<file path="src/rtl/fetch_if.sv">
// Instruction-memory request/response bus between the fetch stage and imem.
interface fetch_if;
    logic        imem_req;
    logic [31:0] imem_addr;
    logic        imem_rvalid;
    logic [31:0] imem_rdata;

    modport master (output imem_req, output imem_addr, input imem_rvalid, input imem_rdata);
    modport slave  (input imem_req, input imem_addr, output imem_rvalid, output imem_rdata);
endinterface

</file>
<file path="src/rtl/fetch_stage.sv">
// Fetch stage: one-outstanding imem requester, 2-entry {pc, instr} buffer and decode register.
module fetch_stage #(
    parameter logic [31:0] RESET_PC  = 32'h0000_0000,
    parameter logic [31:0] NOP_INSTR = 32'h0000_0013
) (
    input  logic        clk,
    input  logic        rst,
    fetch_if.master     imem,
    input  logic        PCSrcE,
    input  logic [31:0] PCTargetE,
    input  logic        StallD,
    output logic [31:0] InstrD,
    output logic [31:0] PCD,
    output logic [31:0] PCPlus4D,
    output logic        ValidD
);
    typedef enum logic [1:0] {
        S_IDLE = 2'd0,
        S_WAIT = 2'd1,
        S_DROP = 2'd2
    } state_t;

    state_t      r_state;
    state_t      w_state_nxt;
    logic [31:0] r_pc;
    logic [31:0] r_req_pc;
    logic [31:0] r_fifo_pc    [2];
    logic [31:0] r_fifo_instr [2];
    logic        r_wptr;
    logic        r_rptr;
    logic [1:0]  r_count;
    logic [31:0] r_instr_d;
    logic [31:0] r_pc_d;
    logic [31:0] r_pcplus4_d;
    logic        r_valid_d;

    logic        w_busy;
    logic        w_push;
    logic        w_pop;
    logic        w_issue;
    logic [1:0]  w_count_nxt;

    assign w_busy = (r_state == S_WAIT) || (r_state == S_DROP);

    // Push/pop/issue decisions and next FSM state; a redirect or reset blocks all of them.
    always_comb begin
        w_push      = 1'b0;
        w_pop       = 1'b0;
        w_issue     = 1'b0;
        w_count_nxt = r_count;
        w_state_nxt = r_state;
        if (rst && !PCSrcE) begin
            w_push      = (r_state == S_WAIT) && imem.imem_rvalid;
            w_pop       = (r_count != 2'd0) && (!StallD || !r_valid_d);
            w_count_nxt = r_count + {1'b0, w_push} - {1'b0, w_pop};
            w_issue     = ((r_state == S_IDLE) || (w_busy && imem.imem_rvalid)) &&
                          (w_count_nxt < 2'd2);
        end else begin
            w_count_nxt = r_count;
        end
        if (PCSrcE) begin
            w_state_nxt = ((r_state == S_WAIT) && !imem.imem_rvalid) ? S_DROP : S_IDLE;
        end else if (w_issue) begin
            w_state_nxt = S_WAIT;
        end else if (w_busy && imem.imem_rvalid) begin
            w_state_nxt = S_IDLE;
        end else begin
            w_state_nxt = r_state;
        end
    end

    assign imem.imem_req  = w_issue;
    assign imem.imem_addr = r_pc;

    // FSM state register.
    always_ff @(posedge clk) begin
        if (!rst) begin
            r_state <= S_IDLE;
        end else begin
            r_state <= w_state_nxt;
        end
    end

    // Fetch PC, request PC and 2-entry buffer; a push only ever lands on a buffer holding at most one entry.
    always_ff @(posedge clk) begin
        if (!rst) begin
            r_pc     <= RESET_PC;
            r_req_pc <= RESET_PC;
            r_wptr   <= 1'b0;
            r_rptr   <= 1'b0;
            r_count  <= 2'd0;
        end else if (PCSrcE) begin
            r_pc    <= {PCTargetE[31:2], 2'b00};
            r_wptr  <= 1'b0;
            r_rptr  <= 1'b0;
            r_count <= 2'd0;
        end else begin
            if (w_issue) begin
                r_pc     <= r_pc + 32'd4;
                r_req_pc <= r_pc;
            end
            if (w_push) begin
                r_fifo_pc[r_wptr]    <= r_req_pc;
                r_fifo_instr[r_wptr] <= imem.imem_rdata;
                r_wptr               <= ~r_wptr;
            end
            if (w_pop) begin
                r_rptr <= ~r_rptr;
            end
            r_count <= w_count_nxt;
        end
    end

    // Decode register: flush on redirect, load on pop, bubble when not stalled, otherwise hold.
    always_ff @(posedge clk) begin
        if (!rst) begin
            r_instr_d   <= NOP_INSTR;
            r_pc_d      <= 32'd0;
            r_pcplus4_d <= 32'd0;
            r_valid_d   <= 1'b0;
        end else if (PCSrcE) begin
            r_instr_d <= NOP_INSTR;
            r_valid_d <= 1'b0;
        end else if (w_pop) begin
            r_instr_d   <= r_fifo_instr[r_rptr];
            r_pc_d      <= r_fifo_pc[r_rptr];
            r_pcplus4_d <= r_fifo_pc[r_rptr] + 32'd4;
            r_valid_d   <= 1'b1;
        end else if (!StallD) begin
            r_instr_d <= NOP_INSTR;
            r_valid_d <= 1'b0;
        end else begin
            r_valid_d <= r_valid_d;
        end
    end

    assign InstrD   = r_instr_d;
    assign PCD      = r_pc_d;
    assign PCPlus4D = r_pcplus4_d;
    assign ValidD   = r_valid_d;
endmodule

</file>
<file path="src/flat_wrapper.sv">
// flat-port wrapper written by rule: the top's interface ports become plain ports
module fetch_stage_flat 
#(
    parameter logic [31:0] RESET_PC  = 32'h0000_0000,
    parameter logic [31:0] NOP_INSTR = 32'h0000_0013
)
  (clk, rst, PCSrcE, PCTargetE, StallD, InstrD, PCD, PCPlus4D, ValidD, imem_imem_req, imem_imem_addr, imem_imem_rvalid, imem_imem_rdata);
  fetch_if imem_i ();
  input  logic clk;
  input  logic rst;
  input  logic PCSrcE;
  input  logic [31:0] PCTargetE;
  input  logic StallD;
  output logic [31:0] InstrD;
  output logic [31:0] PCD;
  output logic [31:0] PCPlus4D;
  output logic ValidD;
  output wire logic [$bits(imem_i.imem_req)-1:0] imem_imem_req;
  output wire logic [$bits(imem_i.imem_addr)-1:0] imem_imem_addr;
  input wire logic [$bits(imem_i.imem_rvalid)-1:0] imem_imem_rvalid;
  input wire logic [$bits(imem_i.imem_rdata)-1:0] imem_imem_rdata;
  assign imem_imem_req = imem_i.imem_req;
  assign imem_imem_addr = imem_i.imem_addr;
  assign imem_i.imem_rvalid = imem_imem_rvalid;
  assign imem_i.imem_rdata = imem_imem_rdata;
  fetch_stage #(.RESET_PC(RESET_PC), .NOP_INSTR(NOP_INSTR)) u_core (.clk(clk), .rst(rst), .imem(imem_i), .PCSrcE(PCSrcE), .PCTargetE(PCTargetE), .StallD(StallD), .InstrD(InstrD), .PCD(PCD), .PCPlus4D(PCPlus4D), .ValidD(ValidD));
endmodule
</file>
<file path="config.mk">
export PLATFORM = sky130hd
export DESIGN_NAME = fetch_stage_flat
export DESIGN_NICKNAME = d
export VERILOG_FILES = /design/src/rtl/fetch_if.sv /design/src/rtl/fetch_stage.sv /design/src/flat_wrapper.sv
export SDC_FILE = /design/constraint.sdc
export NUM_CORES = 1
export LEC_CHECK = 0
export ABC_AREA = 1
export CAP_MARGIN = 20
export CORE_MARGIN = 2
export CORE_UTILIZATION = 50
export CTS_BUF_LIST = sky130_fd_sc_hd__clkbuf_2
export CTS_CLUSTER_DIAMETER = 50
export DETAILED_ROUTE_END_ITERATION = 8
export GPL_TIMING_DRIVEN = 0
export PLACE_DENSITY_LB_ADDON = 0.12
export SLEW_MARGIN = 20
export SYNTH_ARGS = -nofsm -noshare
export SYNTH_HDL_FRONTEND = slang
export SYNTH_SLANG_ARGS = --single-unit
</file>
<file path="constraint.sdc">
create_clock -name clk -period 4.5 [get_ports clk]
set_clock_uncertainty 0.05 [all_clocks]
set_input_delay 1.125 -clock clk [delete_from_list [all_inputs] [get_ports clk]]
set_output_delay 1.125 -clock clk [all_outputs]
set_load 0.01 [all_outputs]
</file>
==> results.json, run 1 <==
{
  "max-cap-violations": 0,
  "dp_slack_ns": -0.615,
  "wl_per_cell_um": 15.4,
  "root_buffer": "clkbuf_2",
  "ir_drop_mv": 0.162,
  "io_pins": 199,
  "cts_buffers": 73,
  "most-common-layout-cells": "nand2_1 (470), clkdlybuf4s50_1 (189), dfxtp_1 (160)",
  "critPathLaunch": "StallD",
  "max_slew_margin": 0.485,
  "synth_edf_count": 124,
  "path_cells": "clkdlybuf4s50_1 > nand2_1 > o21ai_4 > inv_1 > ha_1 > inv_1 > ha_1 > inv_1 > nand2_1 > nand3_4 > inv_2 > buf_12 > clkbuf_2",
  "criticalPathCategory": "primary input to primary output",
  "htree_levels": 3,
  "worstSetupEndpointType": "primary output",
  "finalHoldViolCount": 0,
  "antenna_left": 0,
  "worstSetupStartpointType": "primary input",
  "vias": 10600,
  "via_per_inst": 5.01,
  "synthFlopType": "dfxtp_1",
  "slew_viol_final": 0,
  "cts_tree": "yes",
  "place_area_um2": 14700,
  "grtUsageTotal": 0.255,
  "syn_inst": 1460,
  "synth_top_cells_by_area": "edfxtp_1 (30%), dfxtp_1 (26%), nand2_1 (14%), nor2_1 (4.5%), o21ai_0 (3.7%)",
  "port_buffers": 190,
  "cp_slowest_stage_delay_ns": 0.52,
  "worstPathBufferInverterCount": 7,
  "mostFrequentLayoutCell": "nand2_1",
  "die-height_um": 161,
  "cp_data_arrival_time_ns": 3.10,
  "overflow": 0,
  "period_needed_ns": 4.28,
  "dieArea_um2": 25900,
  "ys_seq_elements": 284,
  "reg2reg_from": "u_core.r_count[0]",
  "fin_ws_ns": 0.220,
  "drt-total-wl_um": 32600,
  "path_depth": 13,
  "clk_path_buf_depth": 3,
  "rsz0062_at_grt": "no",
  "worst_pin_slew_ns": 0.772,
  "coreArea_um2": 24200,
  "placedCellCount": 1983,
  "yosysSeqAreaShare": 0.563,
  "grt_antenna_before_repair": 1,
  "areaGrowthSynthToFinish_pct": 25.3,
  "synth.avg_cell_area_um2": 8.43,
  "max_freq_mhz": 234,
  "grt_pass1_wl_um": 52000,
  "grt_pass1_vias": 10200,
  "critPathTopFamily": "buffers and inverters",
  "crit_path_max_fanout": 19,
  "hp-start": "u_core.r_req_pc[27]",
  "cts_sinks": 284,
  "power_leakage_nw": 6.25,
  "hold-path-cell-count": 0,
  "firstDrtPassIters": 6,
  "clock_latency_ns": 0.84,
  "clk_pin_slew_ns": 0.10,
  "worst_ep_required_time_ns": 3.32,
  "crit_path_frequent_cell": "inv_1",
  "power_density_nw_per_um2": 340,
  "synth_top_area_cell": "edfxtp_1",
  "power.total_mw": 5.24,
  "rows": 57,
  "setup_viol": 0,
  "fin_util": 0.636,
  "drive_gt1_frac": 0.126,
  "start_util": 0.507,
  "dp_hpwl_um": 23500,
  "critPathSlowestCell": "clkdlybuf4s50_1",
  "outcome": "completed",
  "synth_top_area_frac": 0.303,
  "gp_congestion": 0.917,
  "drc_errors": 0,
  "post_layout_nonfiller_instances": 2113,
  "nets": 1809,
  "dieWidth_um": 161,
  "grt_max_degree": 27,
  "synthArstFlopShare": 0,
  "ff2ff_path_depth": 14,
  "netlist_area_um2": 12300,
  "yosysWarningCount": 0,
  "drtIter0Drc": 654,
  "stdcell_area_um2": 15400,
  "fin_crit_sh": 0.951,
  "synth.distinct_cells": 45,
  "hold_path_class": "flip-flop to flip-flop"
}
-- what timing repair did --
| action | CTS | global route |
|---|---|---|
| cloned | 0 | 0 |
| endpoints found under the setup margin | 1 | 1 |
| setup buffers | 1 | 0 |
| resized for setup | 5 | 3 |
| pin swaps | 1 | 0 |
| endpoints found under the hold margin | 0 | 0 |
| hold buffers | 0 | 0 |
-- worst paths after layout --
kind | to | slack [ns]
max | imem_imem_req | 0.22
min | u_core.r_fifo_pc[1][27] | 0.40
max reg2reg | u_core.imem.imem_addr[22] | 1.86
min reg2reg | u_core.r_fifo_pc[1][27] | 0.40
-- power by group --
| part | switching (mW) | internal [mW] | total [mW] |
|---|---|---|---|
| combinational | 0.365 | 0.262 | 0.627 |
| sequential | 0.0780 | 2.79 | 2.87 |
| clock | 1.02 | 0.721 | 1.74 |
| total | 1.46 | 3.77 | 5.24 |
-- cells by family (layout without fill, tap and decap cells) --
family,after synthesis,in the layout,share of synthesized area
flops,284,284,0.563
xor+xnor,14,14,0.00997
compound gates,204,204,0.0904
fa+ha+maj,6,6,0.00610
mux,1,1,0.000814
simple gates,764,764,0.263
buf+inv,186,509,0.0662
other cells,1,7,0.000305
-- cell usage after synthesis, types with 4 or more instances --
master	count
o21ai_2	5
nand2_1	470
nand4_1	7
a21oi_1	82
a22oi_1	5
nor3_1	14
o211ai_1	6
nand2_2	22
o21ai_0	90
o211a_1	4
nor2_1	147
buf_2	19
inv_2	6
nand2_4	11
nor2_2	7
o21ai_1	4
xor2_1	11
edfxtp_1	124
nand3_1	70
clkbuf_1	35
buf_6	4
nor2_4	6
buf_4	8
inv_1	110
ha_1	6
dfxtp_1	160
-- per-stage QoR --
stage | TNS (ns) | hold slack [ns]
floorplan | 0 | 0.370
finish | 0 | 0.397
detailed placement | -0.615 | 0.383
global route | 0 | 0.397
CTS | 0 | 0.388
global placement | -101.97 | 0.378
-- sequential cells by signal (all words and copies together) (netlist names), named ones only --
name                   flops
u_core.r_fifo_pc          60
u_core.r_wptr              1
u_core.r_count             2
u_core.imem.imem_addr     30
u_core.InstrD             32
u_core.ValidD              1
u_core.r_fifo_instr       64
u_core.r_req_pc           30
u_core.r_rptr              1
u_core.PCD                30
u_core.PCPlus4D           30
u_core.r_state             2
-- layer usage --
metal  vias to the layer above  part of all wire  track usage
met3                        54             0.074       0.0493
met5                         -                 0            0
met1                      4812              0.46        0.358
met2                       408              0.45        0.394
li1                       5316                 -            -
met4                         0             0.022       0.0942
-- layout make-up --
type | count | area [um2]
fillers | 2166 | 8840
flip-flops and latches | 284 | 6930
multi-input cells | 995 | 4610
repair buffers | 195 | 1980
clock buffers | 113 | 566
inverters | 117 | 444
well taps | 324 | 405
plain buffers | 68 | 378
clock inverters | 16 | 95.1
diodes | 1 | 2.50
No activity file was read; power rests on OpenSTA's default activity.
==> inputs of run 2 (changes only) <==
- RECOVER_POWER: unset -> 25
- SLEW_MARGIN: 20 -> 25
==> results.json, run 2 (synthesized netlist as in run 1, its figures left out) <==
{
  "criticalPathCategory": "primary input to primary output",
  "root_buffer": "clkbuf_2",
  "min_delay_worst_endpoint": "u_core.r_fifo_pc[0][29]",
  "worstSetupStartpointType": "primary input",
  "via_per_inst": 5.00,
  "ir_drop_mv": 0.178,
  "power_leakage_nw": 6.28,
  "mostFrequentLayoutCell": "nand2_1",
  "combPwrFrac": 0.118,
  "grt_pass1_vias": 10200,
  "reg2reg_to": "u_core.r_fifo_pc[1][22]",
  "power.total_mw": 5.27,
  "dieArea_um2": 25900,
  "cts_tree": "yes",
  "rows": 57,
  "largest_register_ffs": 64,
  "port_buffers": 190,
  "grt_pass1_wl_um": 51600,
  "drt-total-wl_um": 32700,
  "cts_buffers": 72,
  "antenna_left": 0,
  "hold_path_class": "flip-flop to flip-flop",
  "worstSetupEndpointType": "primary output",
  "period_needed_ns": 4.20,
  "grtUsageTotal": 0.252,
  "slew_viol_final": 17,
  "outcome": "finished with violations",
  "reg2reg_from": "u_core.r_state[1]",
  "fin_crit_sh": 0.934,
  "clk_pin_slew_ns": 0.10,
  "io_pins": 199,
  "max-cap-violations": 1,
  "worst_pin_slew_ns": 1.71,
  "dp_hpwl_um": 23700,
  "finalHoldViolCount": 0,
  "drtIter0Drc": 656,
  "stdcell_area_um2": 15500,
  "top_register": "u_core.r_fifo_instr",
  "wl_per_cell_um": 15.4,
  "overflow": 0,
  "hold_slack_ns": 0.392,
  "grt_antenna_before_repair": 2,
  "power_density_nw_per_um2": 340,
  "crit_path_max_fanout": 19,
  "drc_errors": 0,
  "dieWidth_um": 161,
  "clk_path_buf_depth": 3,
  "clock_latency_ns": 0.83,
  "nets": 1810,
  "place_area_um2": 14800,
  "p_switching_mw": 1.48,
  "cp_data_arrival_time_ns": 3.03,
  "failed_checks": "max-capacitance violations, max-slew violations",
  "ff2ff_path_depth": 8,
  "p_clk_frac": 0.337,
  "cts_sinks": 284,
  "max_freq_mhz": 238,
  "die-height_um": 161,
  "start_util": 0.507,
  "drive_gt1_frac": 0.120,
  "worst_ep_required_time_ns": 3.32,
  "placedCellCount": 1985,
  "vias": 10600,
  "most-common-layout-cells": "nand2_1 (470), dfxtp_1 (160), clkdlybuf4s50_1 (156)",
  "intPower_mw": 3.79,
  "hp-start": "u_core.r_req_pc[29]",
  "switching_share": 0.280,
  "pwr-share-seq": 0.545,
  "hold-path-cell-count": 0,
  "post_layout_nonfiller_instances": 2116,
  "grt_max_degree": 20,
  "gp_congestion": 0.917,
  "max_slew_margin": -0.147,
  "areaGrowthSynthToFinish_pct": 26.1,
  "rrSetupSlack_ns": 1.53,
  "htree_levels": 3,
  "hold_buffers": 0,
  "rsz0062_at_grt": "no",
  "coreArea_um2": 24200,
  "setup_viol": 0,
  "firstDrtPassIters": 5
}
==> run 2: repair_timing <==
action,in CTS,in global routing
gates resized for setup,4,4
buffers inserted,1,0
setup endpoints to repair,1,1
==> run 2: worst max-delay path, cell delays in order <==
cell and delay, ns:
clkdlybuf4s50_1 0.63, nand2_1 0.34, nor2_1 0.29, nand3_4 0.11, inv_2 0.10, buf_12 0.16, dlygate4sd2_1 0.27
==> run 2: power by group through the flow <==
stage	Sequential (mW)	Clock [mW]	Combinational [mW]
after floorplan	2.92	0	0.323
after global placement	2.92	0	0.605
after detailed placement	2.93	0	0.619
after CTS	2.87	1.82	0.626
after global routing	2.88	1.96	0.691
final	2.87	1.77	0.623
==> run 2: worst max-delay path by stage <==
stage          startpoint                      end  slack (ns)  depth (start not counted)
2_1_floorplan      StallD            imem_imem_req        0.83                         11
3_3_place_gp          rst  u_core.r_fifo_pc[1][22]       -0.83                          5
3_5_place_dp       StallD            imem_imem_req       -0.58                         13
4_1_cts            StallD            imem_imem_req        0.09                         13
5_1_grt               rst            imem_imem_req        0.19                          7
6_report              rst            imem_imem_req        0.30                          7
==> run 2: cell type report <==
type	count	area [um2]
timing repair buffer	197	2080
multi-input combinational	995	4600
tap	324	405
inverter	117	444
antenna	2	5.00
fill	2144	8740
buffer	68	375
clock buffer	105	526
sequential	284	6930
clock inverter	24	153
==> run 2: layer usage <==
metal,vias up,GRT usage,wire length (um)
met5,-,0,0
met4,0,0.0929,711
li1,5329,-,-
met2,382,0.395,14700
met3,63,0.0501,2280
met1,4800,0.350,15000
==> run 2: per-stage QoR <==
step | util | setup WS [ns] | setup TNS, ns
final | 0.640 | 0.296 | 0
after detailed placement | 0.611 | -0.576 | -0.576
after global routing | 0.640 | 0.195 | 0
after floorplan | - | 0.831 | 0
after CTS | 0.639 | 0.0897 | 0
after global placement | 0.603 | -0.829 | -101.97
==> inputs of run 3 (changes only) <==
- CTS_BUF_LIST: sky130_fd_sc_hd__clkbuf_2 -> sky130_fd_sc_hd__clkbuf_4
- GPL_ROUTABILITY_DRIVEN: unset -> 0
==> results.json, run 3 (synthesized netlist as in run 1, its figures left out) <==
{
  "switching_share": 0.260,
  "clock_latency_ns": 0.68,
  "largest_register_ffs": 64,
  "p_switching_mw": 1.50,
  "dieWidth_um": 161,
  "clk_pin_slew_ns": 0.07,
  "power.total_mw": 5.79,
  "path_cells": "clkdlybuf4s50_1 > nand2_1 > o21ai_4 > inv_1 > ha_1 > inv_1 > ha_1 > inv_1 > nand2_1 > nand3_4 > inv_2 > buf_8 > clkbuf_2",
  "via_per_inst": 5.02,
  "critPathSlowestCell": "clkdlybuf4s50_1",
  "power_density_nw_per_um2": 367,
  "grt_antenna_before_repair": 1,
  "start_util": 0.507,
  "cp_slowest_stage_delay_ns": 0.52,
  "fin_ws_ns": 0.206,
  "io_pins": 199,
  "grtUsageTotal": 0.250,
  "drt-total-wl_um": 32300,
  "slew_viol_final": 0,
  "most-common-layout-cells": "nand2_1 (471), dfxtp_1 (160), clkdlybuf4s50_1 (156)",
  "clk_path_buf_depth": 3,
  "grt_pass1_wl_um": 51200,
  "coreArea_um2": 24200,
  "ir_drop_mv": 0.186,
  "nets": 1812,
  "worstSetupEndpointType": "primary output",
  "finalHoldViolCount": 0,
  "p_clk_frac": 0.397,
  "rrSetupSlack_ns": 1.98,
  "drc_errors": 0,
  "port_buffers": 190,
  "max_freq_mhz": 233,
  "dp_hpwl_um": 23300,
  "vias": 10700,
  "firstDrtPassIters": 5,
  "crit_path_frequent_cell": "inv_1",
  "critPathTopFamily": "buffers and inverters",
  "hp-start": "u_core.r_req_pc[15]",
  "hold_path_class": "flip-flop to flip-flop",
  "hold-path-cell-count": 0,
  "antenna_left": 0,
  "drive_gt1_frac": 0.127,
  "worstPathBufferInverterCount": 7,
  "ff2ff_path_depth": 14,
  "cp_data_arrival_time_ns": 3.12,
  "max_slew_margin": 0.264,
  "reg2reg_to": "u_core.imem.imem_addr[26]",
  "mostFrequentLayoutCell": "nand2_1",
  "final.setup.tns_ns": 0,
  "areaGrowthSynthToFinish_pct": 28.4,
  "min_delay_worst_endpoint": "u_core.r_fifo_pc[1][15]",
  "fill_cells": 2125,
  "die-height_um": 161,
  "power_leakage_nw": 6.36,
  "top_register": "u_core.r_fifo_instr",
  "max-cap-violations": 0,
  "wl_per_cell_um": 15.2,
  "worst_ep_required_time_ns": 3.32,
  "intPower_mw": 4.29,
  "period_needed_ns": 4.29,
  "grt_pass1_vias": 10100,
  "fin_crit_sh": 0.954,
  "grt_max_degree": 21,
  "overflow": 0,
  "dp_slack_ns": -0.622,
  "rows": 57,
  "worstSetupStartpointType": "primary input",
  "cts_tree": "yes",
  "drtIter0Drc": 732,
  "criticalPathCategory": "primary input to primary output",
  "root_buffer": "clkbuf_4",
  "crit_path_max_fanout": 19,
  "pwr-share-seq": 0.496,
  "cts_sinks": 284,
  "worst_pin_slew_ns": 1.10,
  "reg2reg_from": "u_core.r_count[1]",
  "setup_viol": 0,
  "combPwrFrac": 0.107,
  "cts_buffers": 74,
  "dieArea_um2": 25900,
  "htree_levels": 3,
  "outcome": "completed",
  "rsz0062_at_grt": "no"
}
-- run 3: power by group through the flow --
stage / clock (mW) / sequential, mW / combinational (mW)
after detailed placement: 0 / 2.93 / 0.619
after CTS: 2.34 / 2.87 / 0.627
after global routing: 2.48 / 2.88 / 0.685
final: 2.30 / 2.87 / 0.620
after floorplan: 0 / 2.92 / 0.323
after global placement: 0 / 2.92 / 0.603
-- run 3: cell type report --
type                            count  area (um2)  share of cell area
Inverter                          117         444              0.0281
Tap cell                          324         405              0.0257
Antenna cell                        1        2.50            0.000158
Timing Repair Buffer              197        2070               0.131
Clock inverter                     20         111             0.00705
Clock buffer                      116         871              0.0551
Sequential cell                   284        6930               0.439
Multi-Input combinational cell    995        4590               0.291
Buffer                             68         373              0.0236
-- run 3: per-layer routing --
| metal | track usage | vias up | wire length [um] |
|---|---|---|---|
| met3 | 0.0535 | 61 | 2470 |
| met1 | 0.348 | 4859 | 14800 |
| met5 | 0 | - | 0 |
| li1 | - | 5322 | - |
| met2 | 0.384 | 409 | 14300 |
| met4 | 0.0978 | 0 | 739 |
-- run 3: worst register-to-register path, delay by kind of cell (launching register included) --
kind,cells,cell delay [ns]
AO/OA/AOI/OAI,3,0.42
AND/OR/NAND/NOR,3,0.33
flip-flops,1,0.35
adder cells (fa/ha/maj),2,0.42
buffers and inverters,6,0.81
-- run 3: how the worst max path moves through the flow --
stage | start | cells after the start | endpoint
floorplan | StallD | 11 | imem_imem_req
global placement | rst | 5 | u_core.r_fifo_instr[1][11]
detailed placement | StallD | 13 | imem_imem_req
CTS | StallD | 13 | imem_imem_req
global route | StallD | 13 | imem_imem_req
finish | StallD | 13 | imem_imem_req
-- run 3: what timing repair did --
| action | CTS | global route |
|---|---|---|
| cloned | 0 | 0 |
| setup buffers | 1 | 0 |
| endpoints found under the setup margin | 1 | 1 |
| resized for setup | 4 | 3 |
| hold endpoints to repair | 0 | 0 |
| hold buffers | 0 | 0 |
-- run 3: per-stage QoR --
| step | utilization | hold slack, ns | instances | instance area, um2 |
|---|---|---|---|---|
| floorplan | - | 0.370 | 1465 | 12300 |
| global placement | 0.603 | 0.380 | 1979 | 14600 |
| detailed placement | 0.611 | 0.388 | 1985 | 14800 |
| CTS | 0.652 | 0.399 | 2121 | 15800 |
| global route | 0.651 | 0.414 | 2122 | 15800 |
| finish | 0.651 | 0.404 | 2122 | 15800 |
